## config.mk

```make
export PLATFORM = sky130hd
export DESIGN_NAME = spi_fsm_flat
export DESIGN_NICKNAME = d
export VERILOG_FILES = /design/src/rtl/spi_fsm_if.sv /design/src/rtl/spi_fsm.sv /design/src/flat_wrapper.sv
export SDC_FILE = /design/constraint.sdc
export NUM_CORES = 1
export LEC_CHECK = 0
export BUFFER_PORTS_ARGS = -buffer_cell sky130_fd_sc_hd__buf_2
export CORE_AREA = 2 2 39 41
export CTS_CLUSTER_DIAMETER = 60
export DETAILED_ROUTE_END_ITERATION = 8
export DIE_AREA = 0 0 41 43
export HOLD_SLACK_MARGIN = 0.08
export PLACE_DENSITY = 0.66
export SLEW_MARGIN = 20
export SYNTH_ARGS = -nofsm -noshare
export SYNTH_HDL_FRONTEND = slang
export SYNTH_SLANG_ARGS = --single-unit
```

## constraint.sdc

```tcl
create_clock -name clk -period 4 [get_ports clk]
set_input_delay 0.6 -clock clk [delete_from_list [all_inputs] [get_ports clk]]
set_output_delay 0.6 -clock clk [all_outputs]
set_load 0.02 [all_outputs]
```

## src/rtl/spi_fsm_if.sv

```systemverilog
// spi_fsm_if: chip-select/strobe inputs and control outputs of the SPI transaction controller.
// abortCnt exists only when SPI_FSM_ABORT_CNT_EN is defined.
interface spi_fsm_if;
  logic cs;
  logic sclkPosEdge;
  logic rwBit;
  logic srParallelLoad;
  logic addrWE;
  logic dmWE;
  logic misoBufE;
`ifdef SPI_FSM_ABORT_CNT_EN
  logic [7:0] abortCnt;
  modport master (output cs, sclkPosEdge, rwBit, input srParallelLoad, addrWE, dmWE, misoBufE, abortCnt);
  modport slave (input cs, sclkPosEdge, rwBit, output srParallelLoad, addrWE, dmWE, misoBufE, abortCnt);
`else
  modport master (output cs, sclkPosEdge, rwBit, input srParallelLoad, addrWE, dmWE, misoBufE);
  modport slave (input cs, sclkPosEdge, rwBit, output srParallelLoad, addrWE, dmWE, misoBufE);
`endif
endinterface

```

## src/rtl/spi_fsm.sv

```systemverilog
// spi_fsm: Moore transaction controller sequencing address, read and write phases of an SPI access.
// Optional saturating abort counter enabled by SPI_FSM_ABORT_CNT_EN.
module spi_fsm #(
  parameter int width    = 8,
  parameter int cntWidth = 4
) (
  input logic       clk,
  input logic       reset,
  spi_fsm_if.slave  bus
);
  typedef enum logic [3:0] {
    IDLE, GET_ADDR, GOT_ADDR, READ_WAIT, READ_LOAD, READ_SEND, WRITE_RECV, WRITE_COMMIT, DONE
  } state_t;
  state_t r_state, w_next;
  logic [cntWidth-1:0] r_cnt, w_cnt, w_inc;
  logic w_full;
  assign w_inc  = r_cnt + 1'b1;
  assign w_full = bus.sclkPosEdge && w_inc == cntWidth'(width);
  always_ff @(posedge clk or posedge reset)
    if (reset) begin
      r_state <= IDLE;
      r_cnt   <= '0;
    end else begin
      r_state <= w_next;
      r_cnt   <= w_cnt;
    end
  // Counter restarts at zero on every phase change, so it never reaches past width.
  always_comb begin
    w_next = r_state;
    w_cnt  = '0;
    case (r_state)
      IDLE:         w_next = bus.cs ? IDLE : GET_ADDR;
      GET_ADDR, READ_SEND, WRITE_RECV: begin
        w_cnt = bus.sclkPosEdge && !w_full ? w_inc : r_cnt;
        if (w_full)
          w_next = r_state == GET_ADDR ? GOT_ADDR : r_state == READ_SEND ? DONE : WRITE_COMMIT;
      end
      GOT_ADDR:     w_next = bus.rwBit ? READ_WAIT : WRITE_RECV;
      READ_WAIT:    w_next = READ_LOAD;
      READ_LOAD:    w_next = READ_SEND;
      WRITE_COMMIT: w_next = DONE;
      DONE:         w_next = DONE;
      default:      w_next = IDLE;
    endcase
    if (bus.cs && r_state != IDLE) begin
      w_next = IDLE;
      w_cnt  = '0;
    end
  end
  assign bus.addrWE         = r_state == GOT_ADDR;
  assign bus.srParallelLoad = r_state == READ_LOAD;
  assign bus.misoBufE       = r_state == READ_SEND;
  assign bus.dmWE           = r_state == WRITE_COMMIT;
`ifdef SPI_FSM_ABORT_CNT_EN
  logic [7:0] r_abort;
  always_ff @(posedge clk or posedge reset)
    if (reset)
      r_abort <= '0;
    else if (bus.cs && r_state != IDLE && r_state != DONE && r_abort != 8'hFF)
      r_abort <= r_abort + 1'b1;
  assign bus.abortCnt = r_abort;
`endif
endmodule

```

## src/flat_wrapper.sv

```systemverilog
// flat-port wrapper written by rule: the top's interface ports become plain ports
module spi_fsm_flat 
#(
  parameter int width    = 8,
  parameter int cntWidth = 4
)
  (clk, reset, bus_cs, bus_sclkPosEdge, bus_rwBit, bus_srParallelLoad, bus_addrWE, bus_dmWE, bus_misoBufE);
  spi_fsm_if bus_i ();
  input logic clk;
  input logic reset;
  input wire logic [$bits(bus_i.cs)-1:0] bus_cs;
  input wire logic [$bits(bus_i.sclkPosEdge)-1:0] bus_sclkPosEdge;
  input wire logic [$bits(bus_i.rwBit)-1:0] bus_rwBit;
  output wire logic [$bits(bus_i.srParallelLoad)-1:0] bus_srParallelLoad;
  output wire logic [$bits(bus_i.addrWE)-1:0] bus_addrWE;
  output wire logic [$bits(bus_i.dmWE)-1:0] bus_dmWE;
  output wire logic [$bits(bus_i.misoBufE)-1:0] bus_misoBufE;
  assign bus_i.cs = bus_cs;
  assign bus_i.sclkPosEdge = bus_sclkPosEdge;
  assign bus_i.rwBit = bus_rwBit;
  assign bus_srParallelLoad = bus_i.srParallelLoad;
  assign bus_addrWE = bus_i.addrWE;
  assign bus_dmWE = bus_i.dmWE;
  assign bus_misoBufE = bus_i.misoBufE;
  spi_fsm #(.width(width), .cntWidth(cntWidth)) u_core (.clk(clk), .reset(reset), .bus(bus_i));
endmodule
```

==> run metrics <==
status=completed; Async S/R FF share, synth=100%; Netlist Area Pre-Place=603 µm²; CP peak stage delay=between 0.4 and 0.5 ns; Flop pwr share=52.2%; FF-to-FF path depth=5; die height=about 43 µm; DR DRC count=0; CP Capture Point=bus_addrWE; starting DRC count in detailed routing=8; WP depth=3; Tightest Pin Transition=0.330 ns; Routed WL per cell=roughly 13 µm; final net count=83; dpl cells=between 80 and 90; number of max-cap violations=0; core area=between 1000 and 1500 µm²; Clock H-tree levels=1; Fill cells=138; Yosys cell types=34; ratio of total power to cell area=around 260 nW/µm²; Starting Density=a little over two fifths; I/O pins=9; Clock Sinks=8; net switching fraction of the power=26.4%; first-pass GRT wire length=between 1.5 and 2 mm; Post-synth EDFFs=0; WP data required=around 3.4 ns; number of global-route vias before repair=485; Arr. time, crit path=about 1.3 ns; top-count cell post-synth=dfrtp_1; detailed-route via count=about 500; first-pass iteration count of the detailed router=3; Die Wd=just over 40 µm; vias per cell=about 5.5; final std cells w/o fill=90; setup slack on the worst flop-to-flop path=approximately 2.1 ns; crit path time final=roughly 1.9 ns; CTS tree=yes; GR Overflow Total=0; min-delay worst type=primary input to asynchronous set/reset pin; Yosys reg bits=8; RSZ-0062 raised after global routing=no; ANT cells=0; total track usage=around 17%; largest net degree at the start of global routing=13; critical path's top delay family=flip-flops; Clock Skew=around 0.0023 ns; die area=approximately 1800 µm²; setup TNS=0 ns; Synth top area share=33.2%; Synthesized Nets=73; worst setup margin=around 2.1 ns; endpoints failing setup=0; Synth area leaders=dfrtp_1 (33%), nand2b_1 (6.2%), mux2i_1 (5.0%); syn avg cell area=9.14 µm²; Worst slew margin=77.8%; CP cell instances=nand2b_1 > nor3_1 > buf_2; Final Hold Viols=0; Mapped Cells=66; Worst Setup SP=u_core.r_state[0]; Main synth FF type=dfrtp_1; post_cts resized=0; Buf/Inv on CP=1; crit share post-route=47.4%; critical path type=flip-flop to output pin; Comb power frac=12.0%; Max VDD drop=232 µV; sw power=between 40 and 50 µW; Critical Path Start Type=flip-flop; share of layout cells above drive strength 1=approximately 22%; Inserted Clock Buffers=3; Peak Freq=~0.53 GHz; FP Rows=14; area growth from synthesis to layout=11.4%; clk buf depth=2; clock share of power=between 30 and 40%; CP max FO=12; register area share after synthesis=between 30% and 40%; Routed Antenna Nets=0; Setup crit end kind=output pin; CTS hold repair buffers=0; top post-synthesis cells by count=dfrtp_1 (8), nand2_1 (7), nand2b_1 (6); Yosys warning count=0; clock transition at the registers of the reported paths=0.05 ns; WL final=1.15 mm; reg-to-reg startpoint=u_core.r_cnt[0]; critical path's slowest cell=dfrtp_1; P_leak=approximately 0.00029 µW; Slew Limit Fails=0; RR Endpoint=u_core.r_state[0]; CTS Root Cell=clkbuf_4; Clock Latency Late Sink=around 0.26 ns; hold slack=approximately 0.28 ns; port bufs=8; setup bufs post-CTS=0; total power=~170 µW; Internal=~130 µW; initial antenna violation count=0; post-DP HPWL=923 µm; dpl ws=2.12 ns; largest area contributor in the netlist=dfrtp_1; Placer Congestion=0.821
==> power groups by stage <==
stage          Clock [µW]  Sequential [µW]  Combinational [µW]
2_1_floorplan           0             87.0                19.2
3_3_place_gp            0             91.3                21.0
3_5_place_dp            0             91.3                21.1
4_1_cts              64.2             89.9                21.2
5_1_grt              66.2             90.9                23.1
6_report             61.8             89.9                20.7
==> placed cells by master (no fill, tap or decap), types with 2 or more instances in the layout <==
master    instances
mux2i_1           3
inv_1             3
nand2b_1          6
o21ai_0           3
clkbuf_4          3
ha_1              2
or2_1             2
dfrtp_1           8
buf_2             8
nor3_1            2
nor2_1            3
nand2_1           7
nor2b_1           2
nand3b_1          2
==> worst min path at each step <==
stage          start                 to  slack (ns)  cells after the start
2_1_floorplan  reset    u_core.r_cnt[0]        0.42                      1
3_3_place_gp   reset    u_core.r_cnt[3]        0.57                      2
3_5_place_dp   reset    u_core.r_cnt[3]        0.56                      2
4_1_cts        reset    u_core.r_cnt[2]        0.29                      2
5_1_grt        reset  u_core.r_state[1]        0.31                      2
6_report       reset    u_core.r_cnt[2]        0.28                      2
==> area by class of cell <==
type                       count  area, µm²  area share [%]
clock buffer                   3       22.5            3.35
inverter                       3       11.3            1.68
multi-input combinational     52        378            56.2
sequential                     8        200            29.8
tap                           16       20.0            2.98
timing repair buffer           8       40.0            5.96
==> registers in the layout, summed over array words and instances, names as in the netlist <==
signal and flops:
u_core.r_cnt 4, u_core.r_state 4
==> cells by family (layout without fill, tap and decap cells) <==
family	count (synthesis)	after routing	share of synthesized area [%]
fa+ha+maj	2	2	4.15
buf+inv	6	14	4.15
xor+xnor	1	1	1.45
mux	5	5	8.71
simple gates	31	31	29.9
flops	8	8	33.2
compound gates	13	13	18.5
==> through the flow <==
stage / utilization (%) / instance area, µm²
after detailed placement: 46.9 / 649
after floorplan: - / 603
after global placement: 46.9 / 649
after global routing: 48.6 / 672
final: 48.6 / 672
after CTS: 48.6 / 672
==> per-layer routing <==
| layer | global-route usage (%) | share of wire, % | up-vias |
|---|---|---|---|
| met2 | 28.7 | 53 | 9 |
| met1 | 17.2 | 41 | 230 |
| li1 | - | - | 256 |
| met5 | 0 | 0 | - |
| met4 | 8.00 | 1.7 | 0 |
| met3 | 4.71 | 4.2 | 2 |
Power figures use the tool's default switching activity.
